`src/rtl/proc_pkg.sv`:
```
// Shared types and defaults for the program sequencer and its processor.
package proc_pkg;

    localparam int unsigned InstrW         = 16;
    localparam int unsigned WdogMaxDefault = 7;

    typedef logic [InstrW-1:0] instr_t;

    typedef enum logic [2:0] {
        StIdle,
        StFetch,
        StLoad,
        StIssue,
        StWait,
        StPause,
        StHalted,
        StError
    } seq_state_e;

endpackage

```
`src/rtl/proc_sequencer_if.sv`:
```
// Program-ROM and processor handshake bundle driven by the sequencer.
interface proc_sequencer_if
    import proc_pkg::*;
#(
    parameter int unsigned ADDR_W = 8
) ();

    logic [ADDR_W-1:0] MemAddr;
    instr_t            MemRdata;
    instr_t            DIN;
    logic              Run;
    logic              Done;

    modport master (
        output MemAddr,
        output DIN,
        output Run,
        input  MemRdata,
        input  Done
    );

    modport slave (
        input  MemAddr,
        input  DIN,
        input  Run,
        output MemRdata,
        output Done
    );

endinterface

```
`src/rtl/seq_watchdog.sv`:
```
// Counts stalled WAIT cycles; expired fires on the cycle the count would reach WDOG_MAX.
module seq_watchdog
    import proc_pkg::*;
#(
    parameter int unsigned WDOG_MAX = WdogMaxDefault
) (
    input  logic Clock,
    input  logic Resetn,
    input  logic clear,
    input  logic enable,
    output logic expired
);

    localparam int unsigned CntW = $clog2(WDOG_MAX + 1);

    logic [CntW-1:0] cnt_q;

    always_ff @(posedge Clock) begin
        if (!Resetn) begin
            cnt_q <= '0;
        end else if (clear) begin
            cnt_q <= '0;
        end else if (enable) begin
            cnt_q <= cnt_q + CntW'(1);
        end
    end

    assign expired = enable && (cnt_q == CntW'(WDOG_MAX - 1));

endmodule

```
`src/rtl/proc_sequencer.sv`:
```
// Fetches instructions from a synchronous ROM and issues them one at a time to the processor.
module proc_sequencer
    import proc_pkg::*;
#(
    parameter int unsigned ADDR_W    = 8,
    parameter int unsigned LAST_ADDR = 255,
    parameter int unsigned WDOG_MAX  = WdogMaxDefault
) (
    input  logic                    Clock,
    input  logic                    Resetn,
    input  logic                    Start,
    input  logic                    HaltReq,
    input  logic                    StepMode,
    proc_sequencer_if.master        bus,
    output logic                    Busy,
    output logic [InstrW-1:0]       InstrCount,
    output logic                    Halted,
    output logic                    Error
);

    localparam logic [ADDR_W-1:0] LastPc = ADDR_W'(LAST_ADDR);

    seq_state_e        state_q, state_d;
    logic [ADDR_W-1:0] pc_q, pc_d;
    instr_t            din_q, din_d;
    logic [InstrW-1:0] count_q, count_d;
    logic              wd_clear, wd_enable, wd_expired;

    always_ff @(posedge Clock) begin
        if (!Resetn) begin
            state_q <= StIdle;
            pc_q    <= '0;
            din_q   <= '0;
            count_q <= '0;
        end else begin
            state_q <= state_d;
            pc_q    <= pc_d;
            din_q   <= din_d;
            count_q <= count_d;
        end
    end

    always_comb begin
        state_d = state_q;
        pc_d    = pc_q;
        din_d   = din_q;
        count_d = count_q;
        unique case (state_q)
            StIdle:  if (Start) state_d = StFetch;
            StFetch: state_d = StLoad;
            StLoad: begin
                din_d   = bus.MemRdata;
                state_d = StIssue;
            end
            StIssue: state_d = StWait;
            StWait: begin
                if (bus.Done) begin
                    count_d = count_q + 16'd1;
                    if (HaltReq || (pc_q == LastPc)) begin
                        state_d = StHalted;
                    end else begin
                        pc_d    = pc_q + ADDR_W'(1);
                        state_d = StepMode ? StPause : StFetch;
                    end
                end else if (wd_expired) begin
                    state_d = StError;
                end
            end
            // Halt wins over a simultaneous resume.
            StPause: begin
                if (HaltReq)    state_d = StHalted;
                else if (Start) state_d = StFetch;
            end
            StHalted: state_d = StHalted;
            StError:  state_d = StError;
            default:  state_d = StIdle;
        endcase
    end

    assign wd_clear  = (state_q == StIssue);
    assign wd_enable = (state_q == StWait) && !bus.Done;

    seq_watchdog #(
        .WDOG_MAX (WDOG_MAX)
    ) u_watchdog (
        .Clock   (Clock),
        .Resetn  (Resetn),
        .clear   (wd_clear),
        .enable  (wd_enable),
        .expired (wd_expired)
    );

    // PC only moves at instruction completion, so it is stable throughout FETCH.
    assign bus.MemAddr = pc_q;
    assign bus.DIN     = din_q;
    assign bus.Run     = (state_q == StIssue);
    assign Busy        = !(state_q inside {StIdle, StHalted, StError});
    assign InstrCount  = count_q;
    assign Halted      = (state_q == StHalted);
    assign Error       = (state_q == StError);

endmodule

```
`src/flat_wrapper.sv`:
```
// flat-port wrapper written by rule: the top's interface ports become plain ports
module proc_sequencer_flat import proc_pkg::*;
#(
    parameter int unsigned ADDR_W    = 8,
    parameter int unsigned LAST_ADDR = 255,
    parameter int unsigned WDOG_MAX  = WdogMaxDefault
)
  (Clock, Resetn, Start, HaltReq, StepMode, Busy, InstrCount, Halted, Error, bus_MemAddr, bus_DIN, bus_Run, bus_MemRdata, bus_Done);
  proc_sequencer_if #(.ADDR_W(ADDR_W)) bus_i ();
  input  logic Clock;
  input  logic Resetn;
  input  logic Start;
  input  logic HaltReq;
  input  logic StepMode;
  output logic Busy;
  output logic [InstrW-1:0] InstrCount;
  output logic Halted;
  output logic Error;
  output wire logic [$bits(bus_i.MemAddr)-1:0] bus_MemAddr;
  output wire logic [$bits(bus_i.DIN)-1:0] bus_DIN;
  output wire logic [$bits(bus_i.Run)-1:0] bus_Run;
  input wire logic [$bits(bus_i.MemRdata)-1:0] bus_MemRdata;
  input wire logic [$bits(bus_i.Done)-1:0] bus_Done;
  assign bus_MemAddr = bus_i.MemAddr;
  assign bus_DIN = bus_i.DIN;
  assign bus_Run = bus_i.Run;
  assign bus_i.MemRdata = bus_MemRdata;
  assign bus_i.Done = bus_Done;
  proc_sequencer #(.ADDR_W(ADDR_W), .LAST_ADDR(LAST_ADDR), .WDOG_MAX(WDOG_MAX)) u_core (.Clock(Clock), .Resetn(Resetn), .Start(Start), .HaltReq(HaltReq), .StepMode(StepMode), .bus(bus_i), .Busy(Busy), .InstrCount(InstrCount), .Halted(Halted), .Error(Error));
endmodule
```
`config.mk`:
```
export PLATFORM = sky130hd
export DESIGN_NAME = proc_sequencer_flat
export DESIGN_NICKNAME = d
export VERILOG_FILES = /design/src/rtl/proc_pkg.sv /design/src/rtl/proc_sequencer_if.sv /design/src/rtl/seq_watchdog.sv /design/src/rtl/proc_sequencer.sv /design/src/flat_wrapper.sv
export SDC_FILE = /design/constraint.sdc
export NUM_CORES = 1
export LEC_CHECK = 0
export ABC_CLOCK_PERIOD_IN_PS = 2000
export CORE_ASPECT_RATIO = 0.7
export CORE_MARGIN = 3
export CORE_UTILIZATION = 46
export DETAILED_ROUTE_END_ITERATION = 12
export MAX_ROUTING_LAYER = met4
export PLACE_DENSITY_LB_ADDON = 0.05
export SYNTH_ARGS = -nofsm -noshare
export SYNTH_HDL_FRONTEND = slang
export SYNTH_SLANG_ARGS = --single-unit
```
`constraint.sdc`:
```
create_clock -name Clock -period 2 [get_ports Clock]
set_input_delay 0.3 -clock Clock [delete_from_list [all_inputs] [get_ports Clock]]
set_output_delay 0.3 -clock Clock [all_outputs]
set_load 0.01 [all_outputs]
```
== Word level (Yosys, flattened, before mapping) ==
Cells that the tools add are included.
Word-level totals
  output and inout port bits: 44
  flip-flop bits (word level): 46
  logic and storage cells: 37
Operators by class
  equality and inequality tests: 10
  reduce and logical (&&, ||, !) cells: 10
  multiplexer cells: 7
  bitwise logic cells: 2
  add/sub/neg operators: 3
Operator list (number)
  3-bit case mux with 8 select lines: 1
  3-bit two-way mux: 6
  16-bit by 1-bit adder with 16-bit output, second input constant: 1
  3-bit equality test, second input constant: 5
  8-bit by 1-bit adder with 8-bit output, second input constant: 1
  8-bit equality test, second input constant: 1
  3-bit by 2-bit equality test with 1-bit output, second input constant: 2
  3-bit by 1-bit adder with 3-bit output, second input constant: 1
  3-bit by 1-bit equality test with 1-bit output, second input constant: 1
  3-bit logical NOT: 1
  3-bit != test, second input constant: 1
  3-bit AND reduction: 1
  3-bit nonzero test: 1
  1-bit logical AND: 2
  1-bit logical NOT: 2
  1-bit NOT: 2
  2-bit AND reduction: 1
  2-bit OR reduction: 1
  1-bit logical OR: 1

== Logic depth before layout (Yosys ltp) ==
  depth in word-level cells: 6
  gate-level depth with buffers: 7
  mapped depth without buffers: 6

== Modules after synthesis ==
From an unflattened synthesis, not the netlist that was laid out.
Second synthesis, totals
  cell total of the unflattened synthesis: 249
  area, all modules: 2048.2 um2
Modules (own cells, without submodules)
  proc_sequencer: instances 1, seq. area each 860.8 um2, area an instance 1899.3 um2, cells an instance 234
  seq_watchdog: instances 1, seq. area each 60.1 um2, area an instance 148.9 um2, cells an instance 15

== Worst setup path before layout ==
Ideal clock, no wire load.
  kind: register to register
  start point: register u_core.pc_q[0], in the netlist u_core.bus.MemAddr[0]
  end point: register u_core.pc_q[1], in the netlist u_core.bus.MemAddr[1]
  stages on the path, launching flop included: 6
  slack: 323 ps
  setup time: 128 ps
  clock period less this slack: 1677 ps
  data required time: 1872 ps
  arrival: 1549 ps
  buffers on the path: 0
  path through: dfxtp_1 ha_1 and3_1 a211oi_1 mux2i_1 nor2_1
Between the ends
  longest elaborated chain between the ends: 4
RTL lines
  from (decl): RTL line proc_sequencer.sv:24  | logic [ADDR_W-1:0] pc_q, pc_d;
  from (signal assigned): RTL line proc_sequencer.sv:37  | pc_q <= pc_d;
  parallel branches: the longest is 4 deep, another holds 8-bit by 1-bit adder with 8-bit output
Several ways; the timed one is not identified.
A chain may end at the register's enable or synchronous reset.

== Final worst setup path ==
  start point: register u_core.state_q[2]
  end point: output port Halted
Between the ends
  longest elaborated chain between the ends: 1
RTL lines
  from (decl): RTL line proc_sequencer.sv:23  | seq_state_e state_q, state_d;
  from (signal assigned): RTL line proc_sequencer.sv:31  | state_q <= StIdle;
  from (signal assigned): RTL line proc_sequencer.sv:36  | state_q <= state_d;
  3-bit equality test: RTL line proc_sequencer.sv:99  | assign Halted = (state_q == StHalted);
  to (decl): RTL line flat_wrapper.sv:17  | output logic Halted;
Every way passes these cells.

==> impl_metrics.env <==
export IMPL_setup_viol=0
export IMPL_drcViolationCount=0
export IMPL_tns_ns=0
export IMPL_ys_ff_latch=46
export IMPL_ant_nets=0
export IMPL_reg2reg_from="u_core.InstrCount[2]$_SDFFE_PN0P_"
export IMPL_path_class="reg -> out"
export IMPL_die_h_um=61.7
export IMPL_reg2reg_depth=4
export IMPL_cts_buffer_depth=2
export IMPL_antenna_found_initial=0
export IMPL_slew_headroom_pct=58.9
export IMPL_required_ns=1.70
export IMPL_via_per_inst=5.23
export IMPL_endpoint="Halted"
export IMPL_drt_initial_drc_count=96
export IMPL_peakVddDrop_mv=0.506
export IMPL_ys_seq_area_share_pct=45.1
export IMPL_final_core_util_pct=70.8
export IMPL_hold_path_class="reg -> reg"
export IMPL_synth_nets=276
export IMPL_synth_edf_count=0
export IMPL_synth_warnings=0
export IMPL_async_flop_share_pct=0
export IMPL_crit_arrival_ns=1.57
export IMPL_hpwl_mm=3.51
export IMPL_critPathMaxFanout=16
export IMPL_synth_ff_type="dfxtp_1"
export IMPL_cts_buffers=5
export IMPL_startpoint_type="flip-flop"
export IMPL_synthesis_area_mm2=0.00204
export IMPL_ys_types=36
export IMPL_first_global_vias=1611
export IMPL_hold_depth=2
export IMPL_r2r_end="u_core.InstrCount[15]$_SDFFE_PN0P_"
export IMPL_hold_viol=0
export IMPL_fmax_mhz=535
export IMPL_post_route_period_util_pct=93.5
export IMPL_rsz0062_at_grt="false"
export IMPL_grt_overflow_total=0
export IMPL_yosysMostFrequentCell="nand2_1"
export IMPL_totalPowerFinal_mw=1.99
export IMPL_gr_usage_all_layers_pct=18.5
export IMPL_min_period_ns=1.87
export IMPL_path_clk_slew_ns=0.08
export IMPL_core_mm2=0.00409
export IMPL_max_slew_worst_pin_slew_ns=0.616
export IMPL_io_pins=66
export IMPL_fin_ws_ns=0.130
export IMPL_grt_first_pass_wirelength_mm=7.38
export IMPL_power_density_mw_per_mm2=687
export IMPL_cts_sinks=46
export IMPL_initial_utilization_pct=49.9
export IMPL_max_cap_violations=0
export IMPL_syn_to_final_growth_pct=41.9
export IMPL_postCtsSetupRepairBufs=0
export IMPL_synthCells=250
export IMPL_final_area_mm2=0.00290
export IMPL_cts_max_level=2
export IMPL_gp_congestion=0.776
export IMPL_nets=348
export IMPL_clock_skew_ns=0.00925
export IMPL_clock_latency_ns=0.30
export IMPL_syn_area_per_cell_um2=8.17
export IMPL_dr_pass1_iters=4
export IMPL_synth_top_cells_by_area="dfxtp_1 (45%), nand2_1 (9.4%), a21oi_1 (6.9%)"
export IMPL_wirelength_mm=4.78
export IMPL_critPathCaptureType="output pin"
export IMPL_r2r_setup_slack_ns=0.27
export IMPL_status="finished, final reports clean"
export IMPL_dieArea_mm2=0.00529
export IMPL_place_ws_ns=-0.136
export IMPL_n_antenna_cell=0
export IMPL_timing_hold_ws_ns=0.455
export IMPL_crit_start="u_core.state_q[2]$_SDFFE_PN0P_"
export IMPL_place_inst=367
export IMPL_post_dp_cell_area_mm2=0.00281
export IMPL_yosysTopAreaCellShare_pct=45.1
export IMPL_drv_slew=0
export IMPL_grt_max_degree=33
export IMPL_instances_no_fill=374
export IMPL_clock_root_buffer="clkbuf_8"
export IMPL_cts_tree="done"
export IMPL_drive_gt1_share_pct=7.14
export IMPL_wl_per_cell_um=12.8
export IMPL_die_w_um=85.6
export IMPL_vias=1955
export IMPL_synth_top_area_cell="dfxtp_1"
export IMPL_ys_top_cells_by_count="nand2_1 (51), dfxtp_1 (46), a21oi_1 (28)"
export IMPL_static_leakage_power_nw=1.03
export IMPL_std_cell_rows=19
export IMPL_portBuffers=65
==> where the power goes <==
part / total (mW) / switching [mW] / internal [mW] / leakage (nW)
combinational: 0.457 / 0.232 / 0.225 / 0.619
clock: 0.531 / 0.296 / 0.235 / 0.0438
sequential: 1.00 / 0.0308 / 0.972 / 0.372
total: 1.99 / 0.559 / 1.43 / 1.03
==> cells in the final DEF (no fill, tap or decap), drive strengths merged, types with 2 or more instances in the layout <==
cell           instances
a211oi                 2
a21oi                 28
and2                   2
and3                   5
and4                   3
buf                   13
clkbuf                 5
clkdlybuf4s50         65
clkinv                 2
dfxtp                 46
ha                     4
inv                    4
mux2i                  3
nand2                 51
nand2b                 2
nand3                 11
nand4                  3
nand4b                 3
nor2                  22
nor3                   4
nor4                   3
o21ai                  9
or3                    4
xnor2                 10
xor2                   5
==> metal layers <==
metal	track usage [%]	wire length (um)	vias up
met4	5.42	44	0
met2	26.5	2060	68
met3	6.06	314	4
met1	24.9	2370	875
li1	-	-	1008
met5	-	0	-
==> critical path, cell delays in order (launching register included) <==
cell,delay [ns]
dfxtp_1,0.38
buf_6,0.17
nand2_1,0.09
nor2_1,0.10
clkdlybuf4s50_1,0.54
==> state kept, by name, summed over array words and instances, names as in the netlist <==
signal	count
u_core.u_watchdog.cnt_q	3
u_core.bus.MemAddr	8
u_core.InstrCount	16
u_core.bus.DIN	16
u_core.state_q	3
==> cell families after synthesis <==
family	synth area share [%]
AOI/OAI and AO/OA	12.9
xor gates and xnor gates	6.43
adders and majority gates	2.45
buffers and inverters	3.37
DFF	45.1
muxes	1.47
and+or+nand+nor	28.2
==> worst min path at each step <==
stage | endpoint | startpoint | slack (ns)
after floorplan | u_core.bus.DIN[0]$_SDFFE_PN0P_ | bus_MemRdata[0] | 0.44
after global placement | u_core.bus.DIN[4]$_SDFFE_PN0P_ | u_core.bus.DIN[4]$_SDFFE_PN0P_ | 0.44
after detailed placement | u_core.bus.DIN[12]$_SDFFE_PN0P_ | u_core.bus.DIN[12]$_SDFFE_PN0P_ | 0.45
after CTS | u_core.bus.DIN[12]$_SDFFE_PN0P_ | u_core.bus.DIN[12]$_SDFFE_PN0P_ | 0.46
after global routing | u_core.bus.DIN[7]$_SDFFE_PN0P_ | u_core.bus.DIN[7]$_SDFFE_PN0P_ | 0.48
final | u_core.bus.DIN[12]$_SDFFE_PN0P_ | u_core.bus.DIN[12]$_SDFFE_PN0P_ | 0.46
==> area by class of cell <==
cell class	count	area, um2
Fill cell	344	1190
Multi-Input combinational cell	187	1050
Clock inverter	2	10.0
Sequential cell	46	921
Clock buffer	5	68.8
Tap cell	52	65.1
Timing Repair Buffer	78	764
Inverter	4	15.0
==> timing repair <==
item                                    4_1_cts  5_1_grt
hold buffers                                  0        0
gates resized for setup                       0        1
endpoints found under the setup margin        0        1
(Power assumes the default switching activity.)
